==> src/rtl/uart_pkg.sv <==
// ----------------------------------------------------------------------------
// uart_pkg
//   Shared constants and types for the UART transmit arbiter.
//   CPB        : clock cycles per bit (50 MHz / 115200 baud)
//   BYTE_W     : width of one transmitted byte
//   arb_state_e: arbiter FSM state encoding
//   rot_idx    : (base + step) wrapped into 0..n-1, for base < n and step <= n
// ----------------------------------------------------------------------------
package uart_pkg;

   localparam int CPB    = 434;
   localparam int BYTE_W = 8;

   typedef enum logic [1:0] {
      ARB       = 2'd0,
      WAIT_ACK  = 2'd1,
      WAIT_DONE = 2'd2
   } arb_state_e;

   function automatic int rot_idx(input int base, input int step, input int n);
      int s;
      s = base + step;
      if (s >= n) s = s - n;
      return s;
   endfunction

endpackage

==> src/rtl/rr_pick.sv <==
// ----------------------------------------------------------------------------
// rr_pick
//   Combinational rotate-priority encoder. Scans req starting one past ptr
//   and wrapping around; the first set bit wins.
//   Ports:
//     req   in  N_REQ          request vector
//     ptr   in  clog2(N_REQ)   index of the last winner
//     found out 1              at least one request is set
//     idx   out clog2(N_REQ)   index of the winning request (0 when !found)
// ----------------------------------------------------------------------------
module rr_pick
   import uart_pkg::*;
#(
   parameter int N_REQ = 4
) (
   input  logic [N_REQ-1:0]         req,
   input  logic [$clog2(N_REQ)-1:0] ptr,
   output logic                     found,
   output logic [$clog2(N_REQ)-1:0] idx
);

   localparam int IW = $clog2(N_REQ);

   logic [IW-1:0] cand;

   always_comb begin
      found = 1'b0;
      idx   = '0;
      cand  = '0;
      // Walk from the farthest position to the nearest so the requester
      // closest to ptr+1 is the last one written and therefore wins.
      for (int k = N_REQ; k >= 1; k--) begin
         cand = IW'(rot_idx(int'(ptr), k, N_REQ));
         if (req[cand]) begin
            found = 1'b1;
            idx   = cand;
         end
      end
   end

endmodule

==> src/rtl/uart_tx_arbiter.sv <==
// ----------------------------------------------------------------------------
// uart_tx_arbiter
//   Shares one 8N1 UART transmitter between N_REQ byte requesters using
//   round-robin arbitration, with an optional per-requester burst lock that
//   keeps a multi-byte frame together (capped at MAX_BURST bytes before a
//   forced rotation). Flags a transmitter that does not raise tx_busy within
//   ACK_TIMEOUT cycles of a start pulse.
//   Ports:
//     clk, rst_n   clock, asynchronous active-low reset
//     req          per-requester byte ready (held until gnt)
//     req_lock     per-requester "more bytes follow in this frame"
//     req_data     byte i at [8*i+7:8*i]
//     gnt          one-hot 1-cycle pulse, byte taken from requester i
//     tx_start     1-cycle launch pulse to the transmitter
//     tx_data      launched byte, held until the next launch
//     tx_busy      transmitter busy from launch to end of stop bit
//     owner        current / last granted requester
//     owner_valid  byte in flight or lock held
//     ack_err      1-cycle pulse, transmitter never acknowledged a launch
// ----------------------------------------------------------------------------
module uart_tx_arbiter
   import uart_pkg::*;
#(
   parameter int N_REQ       = 4,
   parameter int MAX_BURST   = 16,
   parameter int ACK_TIMEOUT = 4
) (
   input  logic                      clk,
   input  logic                      rst_n,
   input  logic [N_REQ-1:0]          req,
   input  logic [N_REQ-1:0]          req_lock,
   input  logic [BYTE_W*N_REQ-1:0]   req_data,
   output logic [N_REQ-1:0]          gnt,
   output logic                      tx_start,
   output logic [BYTE_W-1:0]         tx_data,
   input  logic                      tx_busy,
   output logic [$clog2(N_REQ)-1:0]  owner,
   output logic                      owner_valid,
   output logic                      ack_err
);

   localparam int IW = $clog2(N_REQ);
   localparam int BW = $clog2(MAX_BURST + 1);
   localparam int TW = $clog2(ACK_TIMEOUT + 1);
   localparam logic [BW-1:0] BURST_CAP = BW'(MAX_BURST);
   localparam logic [TW-1:0] ACK_LIMIT = TW'(ACK_TIMEOUT);

   arb_state_e        state_q, state_d;
   logic [IW-1:0]     ptr_q, ptr_d;
   logic [IW-1:0]     owner_q, owner_d;
   logic              lock_q, lock_d;
   logic [BW-1:0]     burst_q, burst_d;
   logic [TW-1:0]     ack_cnt_q, ack_cnt_d;
   logic [N_REQ-1:0]  gnt_q, gnt_d;
   logic              tx_start_q, tx_start_d;
   logic [BYTE_W-1:0] tx_data_q, tx_data_d;
   logic              owner_valid_q, owner_valid_d;
   logic              ack_err_q, ack_err_d;

   logic              rr_found;
   logic [IW-1:0]     rr_idx;
   logic              pick_en;
   logic [IW-1:0]     pick_idx;

   rr_pick #(.N_REQ(N_REQ)) u_rr_pick (
      .req   (req),
      .ptr   (ptr_q),
      .found (rr_found),
      .idx   (rr_idx)
   );

   always_comb begin
      state_d       = state_q;
      ptr_d         = ptr_q;
      owner_d       = owner_q;
      lock_d        = lock_q;
      burst_d       = burst_q;
      ack_cnt_d     = ack_cnt_q;
      gnt_d         = '0;
      tx_start_d    = 1'b0;
      tx_data_d     = tx_data_q;
      ack_err_d     = 1'b0;
      pick_en       = 1'b0;
      pick_idx      = owner_q;

      case (state_q)
         ARB: begin
            // Owner withdrew its request while holding the lock: release it.
            if (lock_q && !req[owner_q]) lock_d = 1'b0;
            // A stale tx_busy (e.g. left over across a reset) blocks launch.
            if (!tx_busy) begin
               if (lock_q && req[owner_q] && (burst_q != BURST_CAP)) begin
                  pick_en  = 1'b1;
                  pick_idx = owner_q;
                  burst_d  = burst_q + BW'(1);
               end else if (rr_found) begin
                  // Also covers the burst cap: ptr equals owner while locked,
                  // so the scan starts at owner+1.
                  pick_en  = 1'b1;
                  pick_idx = rr_idx;
                  burst_d  = BW'(1);
               end
            end
            if (pick_en) begin
               gnt_d      = N_REQ'(1) << pick_idx;
               tx_start_d = 1'b1;
               for (int i = 0; i < N_REQ; i++) begin
                  if (pick_idx == IW'(i)) tx_data_d = req_data[i*BYTE_W +: BYTE_W];
               end
               owner_d    = pick_idx;
               ptr_d      = pick_idx;
               lock_d     = req_lock[pick_idx];
               ack_cnt_d  = '0;
               state_d    = WAIT_ACK;
            end
         end
         WAIT_ACK: begin
            if (tx_busy) begin
               state_d = WAIT_DONE;
            end else begin
               if (ack_cnt_q != ACK_LIMIT) ack_cnt_d = ack_cnt_q + TW'(1);
               if (ack_cnt_d == ACK_LIMIT) begin
                  ack_err_d = 1'b1;
                  lock_d    = 1'b0;
                  burst_d   = '0;
                  state_d   = ARB;
               end
            end
         end
         WAIT_DONE: begin
            if (!tx_busy) state_d = ARB;
         end
         default: state_d = ARB;
      endcase

      owner_valid_d = (state_d != ARB) || lock_d;
   end

   always_ff @(posedge clk or negedge rst_n) begin
      if (!rst_n) begin
         state_q       <= ARB;
         ptr_q         <= IW'(N_REQ - 1);
         owner_q       <= '0;
         lock_q        <= 1'b0;
         burst_q       <= '0;
         ack_cnt_q     <= '0;
         gnt_q         <= '0;
         tx_start_q    <= 1'b0;
         tx_data_q     <= '0;
         owner_valid_q <= 1'b0;
         ack_err_q     <= 1'b0;
      end else begin
         state_q       <= state_d;
         ptr_q         <= ptr_d;
         owner_q       <= owner_d;
         lock_q        <= lock_d;
         burst_q       <= burst_d;
         ack_cnt_q     <= ack_cnt_d;
         gnt_q         <= gnt_d;
         tx_start_q    <= tx_start_d;
         tx_data_q     <= tx_data_d;
         owner_valid_q <= owner_valid_d;
         ack_err_q     <= ack_err_d;
      end
   end

   assign gnt         = gnt_q;
   assign tx_start    = tx_start_q;
   assign tx_data     = tx_data_q;
   assign owner       = owner_q;
   assign owner_valid = owner_valid_q;
   assign ack_err     = ack_err_q;

endmodule

==> config.mk <==
export PLATFORM = sky130hd
export DESIGN_NAME = uart_tx_arbiter
export DESIGN_NICKNAME = d
export VERILOG_FILES = /design/src/rtl/uart_pkg.sv /design/src/rtl/rr_pick.sv /design/src/rtl/uart_tx_arbiter.sv
export SDC_FILE = /design/constraint.sdc
export NUM_CORES = 1
export LEC_CHECK = 0
export BUFFER_PORTS_ARGS = -buffer_cell sky130_fd_sc_hd__buf_4
export CAP_MARGIN = 5
export CORE_ASPECT_RATIO = 1.5
export CORE_UTILIZATION = 25
export CTS_BUF_LIST = sky130_fd_sc_hd__clkbuf_16
export CTS_CLUSTER_DIAMETER = 80
export DETAILED_ROUTE_END_ITERATION = 16
export SKIP_CTS_REPAIR_TIMING = 1
export SLEW_MARGIN = 40
export SYNTH_ARGS = -nofsm -noshare
export SYNTH_HDL_FRONTEND = slang
export SYNTH_SLANG_ARGS = --single-unit
==> constraint.sdc <==
create_clock -name clk -period 2.28 [get_ports clk]
set_clock_uncertainty 0.15 [all_clocks]
set_input_delay 0.684 -clock clk [delete_from_list [all_inputs] [get_ports clk]]
set_output_delay 0.684 -clock clk [all_outputs]
set_load 0.03 [all_outputs]
## Yosys cells after proc, flatten, opt, wreduce, memory -nomap -nowiden

Cells that the tools add are included.

| word-level totals | value |
|---|---|
| bits of input ports | 43 |
| flip-flop bits (word level) | 30 |
| logic and storage cells | 124 |

| cells by class | value |
|---|---|
| magnitude comparators | 10 |
| shift-type cells | 1 |
| add/subtract/negate cells | 10 |
| muxes and demuxes | 65 |
| equality and inequality tests | 13 |
| reductions and logical operators | 14 |

Operators with widths:

| kind | count |
|---|---|
| 2-bit two-way mux | 16 |
| 8-bit two-way mux | 4 |
| 5-bit two-way mux | 5 |
| 1-bit two-way mux | 23 |
| 2-bit by 3-bit < comparator with 1-bit output, second input constant | 6 |
| 3-bit two-way mux | 5 |
| 1-bit binary-select mux with 2-bit select | 6 |
| 5-bit one-hot mux with 2 select lines | 1 |
| 3-bit >= comparator, second input constant | 3 |
| 4-bit two-way mux | 2 |
| 2-bit inequality test, second input constant | 4 |
| 2-bit by 1-bit subtractor with 2-bit output, second input constant | 4 |
| 2-bit by 2-bit adder with 3-bit output, second input constant | 2 |
| 2-bit equality test, second input constant | 3 |
| 3-bit inequality test, second input constant | 2 |
| 2-bit one-hot mux with 3 select lines | 1 |
| 3-bit one-hot mux with 2 select lines | 1 |
| 3-bit AND reduction | 2 |
| 5-bit by 1-bit adder with 5-bit output, second input constant | 1 |
| 5-bit inequality test, second input constant | 1 |
| 5-bit AND reduction | 1 |
| 2-bit by 3-bit adder with 4-bit output, second input constant | 1 |
| 2-bit by 1-bit equality test with 1-bit output, second input constant | 2 |
| 4-bit by 3-bit >= comparator with 1-bit output, second input constant | 1 |
| other kinds (12) | 16 |

## Depth between registers and ports, before layout

| logic depth | value |
|---|---|
| word-level depth | 18 |
| depth in mapped cells | 8 |
| mapped depth without buffers | 8 |

## Cells and area by module

A second synthesis with hierarchy kept.

| unflattened totals | value |
|---|---|
| cell total of the unflattened synthesis | 212 |
| area total of the unflattened synthesis | 2018.2 µm² |

By module, submodules not included:

| module | times used | seq. area each (µm²) | cells an instance | area each (µm²) |
|---|---|---|---|---|
| uart_tx_arbiter | 1 | 753.2 | 198 | 1926.8 |
| rr_pick | 1 | 0.0 | 14 | 91.3 |

## Least setup slack after synthesis

No wires, ideal clock.

| path | value |
|---|---|
| kind | input to register |
| start point | input port req[3] |
| end point | register lock_q |
| buffers on the path | 0 |
| path slack | 0.048 ns |
| setup time | 0.126 ns |
| required time | 2.004 ns |
| stages on the path | 6 |
| arrival time | 1.956 ns |
| cells stage by stage | or2b_2 -> o211ai_1 -> o2111ai_2 -> nand2_2 -> mux2_1 -> a221o_1 |

| on the way | value |
|---|---|
| word-level cells in the longest chain between the ends | 14 |

RTL lines:

| item | RTL line | source |
|---|---|---|
| from (decl) | uart_tx_arbiter.sv:30 | `input logic [N_REQ-1:0] req,` |
| 1-bit binary-select mux with 2-bit select | rr_pick.sv:34 | `if (req[cand]) begin` |
| 1-bit two-way mux (implied by the code) | rr_pick.sv:34 |  |
| 2-bit two-way mux or 1-bit two-way mux (tied branches) (4 in a row) | rr_pick.sv:34 |  |
| 2-bit two-way mux | uart_tx_arbiter.sv:96 | `end else if (rr_found) begin` |
| 2-bit two-way mux | uart_tx_arbiter.sv:92 | `if (lock_q && req[owner_q] && (burst_q != BURST_CAP)) begin` |
| 2-bit two-way mux | uart_tx_arbiter.sv:91 | `if (!tx_busy) begin` |
| 2-bit two-way mux | uart_tx_arbiter.sv:86 | `case (state_q)` |
| 1-bit binary-select mux with 2-bit select | uart_tx_arbiter.sv:112 | `lock_d = req_lock[pick_idx];` |
| 1-bit two-way mux (implied by the code) | uart_tx_arbiter.sv:112 |  |
| 1-bit two-way mux (*) | uart_tx_arbiter.sv:104 | `if (pick_en) begin` |
| 1-bit one-hot mux with 2 select lines (*) | uart_tx_arbiter.sv:86 |  |
| net lock_d | uart_tx_arbiter.sv:51 | `logic lock_q, lock_d;` |
| to (signal assigned) | uart_tx_arbiter.sv:156 | `lock_q <= lock_d;` |
| to (decl) | uart_tx_arbiter.sv:51 |  |

The timed path passes the listed nets; every way through them passes the cells marked *. The select of a mux whose other input is x is not followed.
A chain may end at the register's enable or synchronous reset.

## Final worst setup path

| path | value |
|---|---|
| start point | register burst_q[1] |
| end point | register lock_q |

| on the way | value |
|---|---|
| word-level cells in the longest chain between the ends | 9 |

RTL lines:

| item | RTL line | source |
|---|---|---|
| from (decl) | uart_tx_arbiter.sv:52 | `logic [BW-1:0] burst_q, burst_d;` |
| from (signal assigned) | uart_tx_arbiter.sv:157 | `burst_q <= burst_d;` |
| 5-bit inequality test (*) | uart_tx_arbiter.sv:92 |  |
| 1-bit logical AND (*) | uart_tx_arbiter.sv:92 |  |
| 2-bit two-way mux | uart_tx_arbiter.sv:92 |  |
| 2-bit two-way mux | uart_tx_arbiter.sv:91 |  |
| 2-bit two-way mux | uart_tx_arbiter.sv:86 |  |
| 1-bit binary-select mux with 2-bit select | uart_tx_arbiter.sv:112 |  |
| 1-bit two-way mux (implied by the code) | uart_tx_arbiter.sv:112 |  |
| 1-bit two-way mux (*) | uart_tx_arbiter.sv:104 |  |
| 1-bit one-hot mux with 2 select lines (*) | uart_tx_arbiter.sv:86 |  |
| net lock_d | uart_tx_arbiter.sv:51 |  |

Marks and branches as above.

==> out/results.ini <==
[job]
maxCapViolations = 0

[setup_path]
r2r-end = lock_q
crit_fanout = 4
cpPeakStageDelay_ns = 0.39
r2r_start = burst_q[1]
r2r_cells = 8
cp.required_ns = 2.29
rrSetupSlack_ns = 0.11
slowest_stage = dfrtp_1
worstPathArrival_ns = 2.17
crit_end = lock_q
cp_top_family = compound AO/OA/AOI/OAI gates
crit_chain = inv_1, ha_1, and4bb_2, nor3_1, a21oi_1, nand2_2, mux2_1, a221o_1
start_kind = flop
worstSetupEndpointType = flop
critPathKind = flop to flop
critPathBufInv = 1
crit_start = burst_q[1]
crit_cells = 8

[floorplan]
die_height_um = 103
start_util_pct = 25.8
rows = 36
die_area_mm2 = 0.00709
coreArea_mm2 = 0.00653
die_x_um = 69.1
num_io_pins = 60

[yosys]
synth_fa_ha_area_share_pct = 2.97
synth_nets = 211
seq_area_frac_synth_pct = 44.6
syn_avg_cell_area_um2 = 10.3
synthXorXnorAreaFrac_pct = 1.04
yosys.area.top_type = dfrtp_1
yosys_register_bits = 30
synth-simple-area-share_pct = 17.9
synth_compound_area_share_pct = 17.0
synthTopCellsByCount = dfrtp_1, mux2i_1, nand2_1
synth-edff-count = 0
ys.flop_type = dfrtp_1
yosys_warnings = 0
ys_types = 50
syn-cell-area_mm2 = 0.00169
synthArstFlopShare_pct = 100
synth_top_family_by_area = simple AND/OR/NAND/NOR gates
synth_area_leaders = dfrtp_1, mux2i_1, o221ai_1, nand2_1, dfstp_2
synth.mux.area_fraction_pct = 12.6
synth_top_area_share_pct = 41.5
yosysMostFrequentCell = dfrtp_1
synthCells = 164

[place]
postPlaceCellArea_mm2 = 0.00238
io_buffers = 59
hpwl_um = 3290
place_congestion = 0.804

[final_layout]
antenna_cells = 0
fillers = 660
fin_area_mm2 = 0.00255
area_delta_synth_final_pct = 51.4
drive_above_1_share_pct = 43.3
final_nets = 293

[detailed_routing]
viasPerCell = 4.83
firstDrtPassIters = 4
routed-via-count = 1559
initialDrtViolationCount = 25
wl_met3_um = 238
wl_per_cell_um = 12.8
final_antenna_net_count = 0
drc = 0
highest_layer = met4
wl_met1_um = 1650
route.met2.wl_um = 2160
wirelength_um = 4130

[sta]
slew_viol_final = 0
fin_crit_ns = 2.17
period_share_pct = 95.1
max_freq_mhz = 461
tightest_slew_ns = 0.385
setup_viol = 0
hold_viol = 0
relSlewSlack_pct = 74.4
fin_tns_setup_ns = 0

[clocking]
clock-sinks = 30
htree_levels = 2
root_buffer = clkbuf_16
path_clk_slew_ns = 0.05
clock_path_buffers = 2
clk_latency_ns = 0.27
cts_tree = done
cts_buffers = 5

[global_routing]
gr-total-overflow = 0
grt_max_degree = 31
antenna_found_initial = 0
grt_first_pass_wirelength_um = 7040
grt_pass1_vias = 1636
grt_use_total_pct = 12.3

[status]
status = finished, final reports clean

[pwr]
vdd_drop_max_v = 0.000559
p_leak_uw = 0.00125
p_per_area_mw_per_mm2 = 1210

[min_path]
min_path_type = input pin to async pin

## how the worst min path moves through the flow
| stage | start | to | slack [ns] | cells past startpoint |
|---|---|---|---|---|
| final | rst_n | owner[1] | 0.18 | 1 |
| after global routing | rst_n | tx_data[3] | 0.22 | 1 |
| after CTS | rst_n | owner[1] | 0.20 | 1 |
| after detailed placement | tx_data[5] | tx_data[5] | 0.33 | 2 |
| after global placement | tx_data[2] | tx_data[2] | 0.33 | 2 |
| after floorplan | rst_n | ack_cnt_q[0] | 0.24 | 0 |
## kinds of logic after synthesis
logic type      after synthesis
buf+inv                      14
xor+xnor                      2
simple gates                 55
mux                          21
flops                        30
compound gates               38
fa+ha+maj                     4
## through the flow
| step | total power [uW] | std cells | utilization [%] | setup slack [ns] | hold slack, ns |
|---|---|---|---|---|---|
| after CTS | 3100 | 322 | 38.5 | 0.0487 | 0.198 |
| final | 3100 | 323 | 39.1 | 0.112 | 0.182 |
| after detailed placement | 2460 | 314 | 36.4 | -0.221 | 0.327 |
| after global placement | 2440 | 314 | 36.4 | -0.193 | 0.325 |
| after global routing | 3310 | 323 | 39.1 | -0.0146 | 0.216 |
| after floorplan | 1840 | 164 | - | 0.0477 | 0.238 |
## placed cells by master (no fill, tap or decap), types with 2 or more instances in the layout
master	count
dfrtp_1	28
and2_2	2
nor2_1	10
mux2_1	2
buf_12	2
or3_1	2
ha_1	4
o221ai_1	8
nand3_1	5
xor2_1	2
nor2b_1	2
clkbuf_16	5
buf_4	78
o21ai_0	6
mux2i_1	19
nand2_1	16
a21oi_1	4
o21ai_1	3
o21a_1	2
dfstp_2	2
inv_1	9
nor3_1	2
## state kept, by name, summed over array words and instances, names as in the netlist, 2 cells and up
signal     flops
ptr_q          2
gnt            4
tx_data        8
state_q        2
burst_q        5
ack_cnt_q      3
owner          2
## metal layers
| layer | GRT usage [%] | vias to the layer above |
|---|---|---|
| met5 | 0 | - |
| met1 | 12.7 | 738 |
| met4 | 5.02 | 0 |
| met2 | 23.6 | 54 |
| met3 | 3.13 | 8 |
| li1 | - | 759 |
## report_power, final
| group | switching, uW | leakage [uW] | internal [uW] |
|---|---|---|---|
| registers | 158 | 0.000382 | 741 |
| clock network | 232 | 0.0000672 | 397 |
| logic | 815 | 0.000805 | 757 |
## final cells by class
cell class	count	area, um2	share of cell area [%]
tap	76	95.1	3.72
timing repair buffer	80	626	24.5
sequential	30	753	29.5
clock inverter	3	16.3	0.637
multi-input combinational	120	906	35.5
inverter	9	33.8	1.32
clock buffer	5	125	4.90
Note: power is estimated with default switching activity, not from simulation.
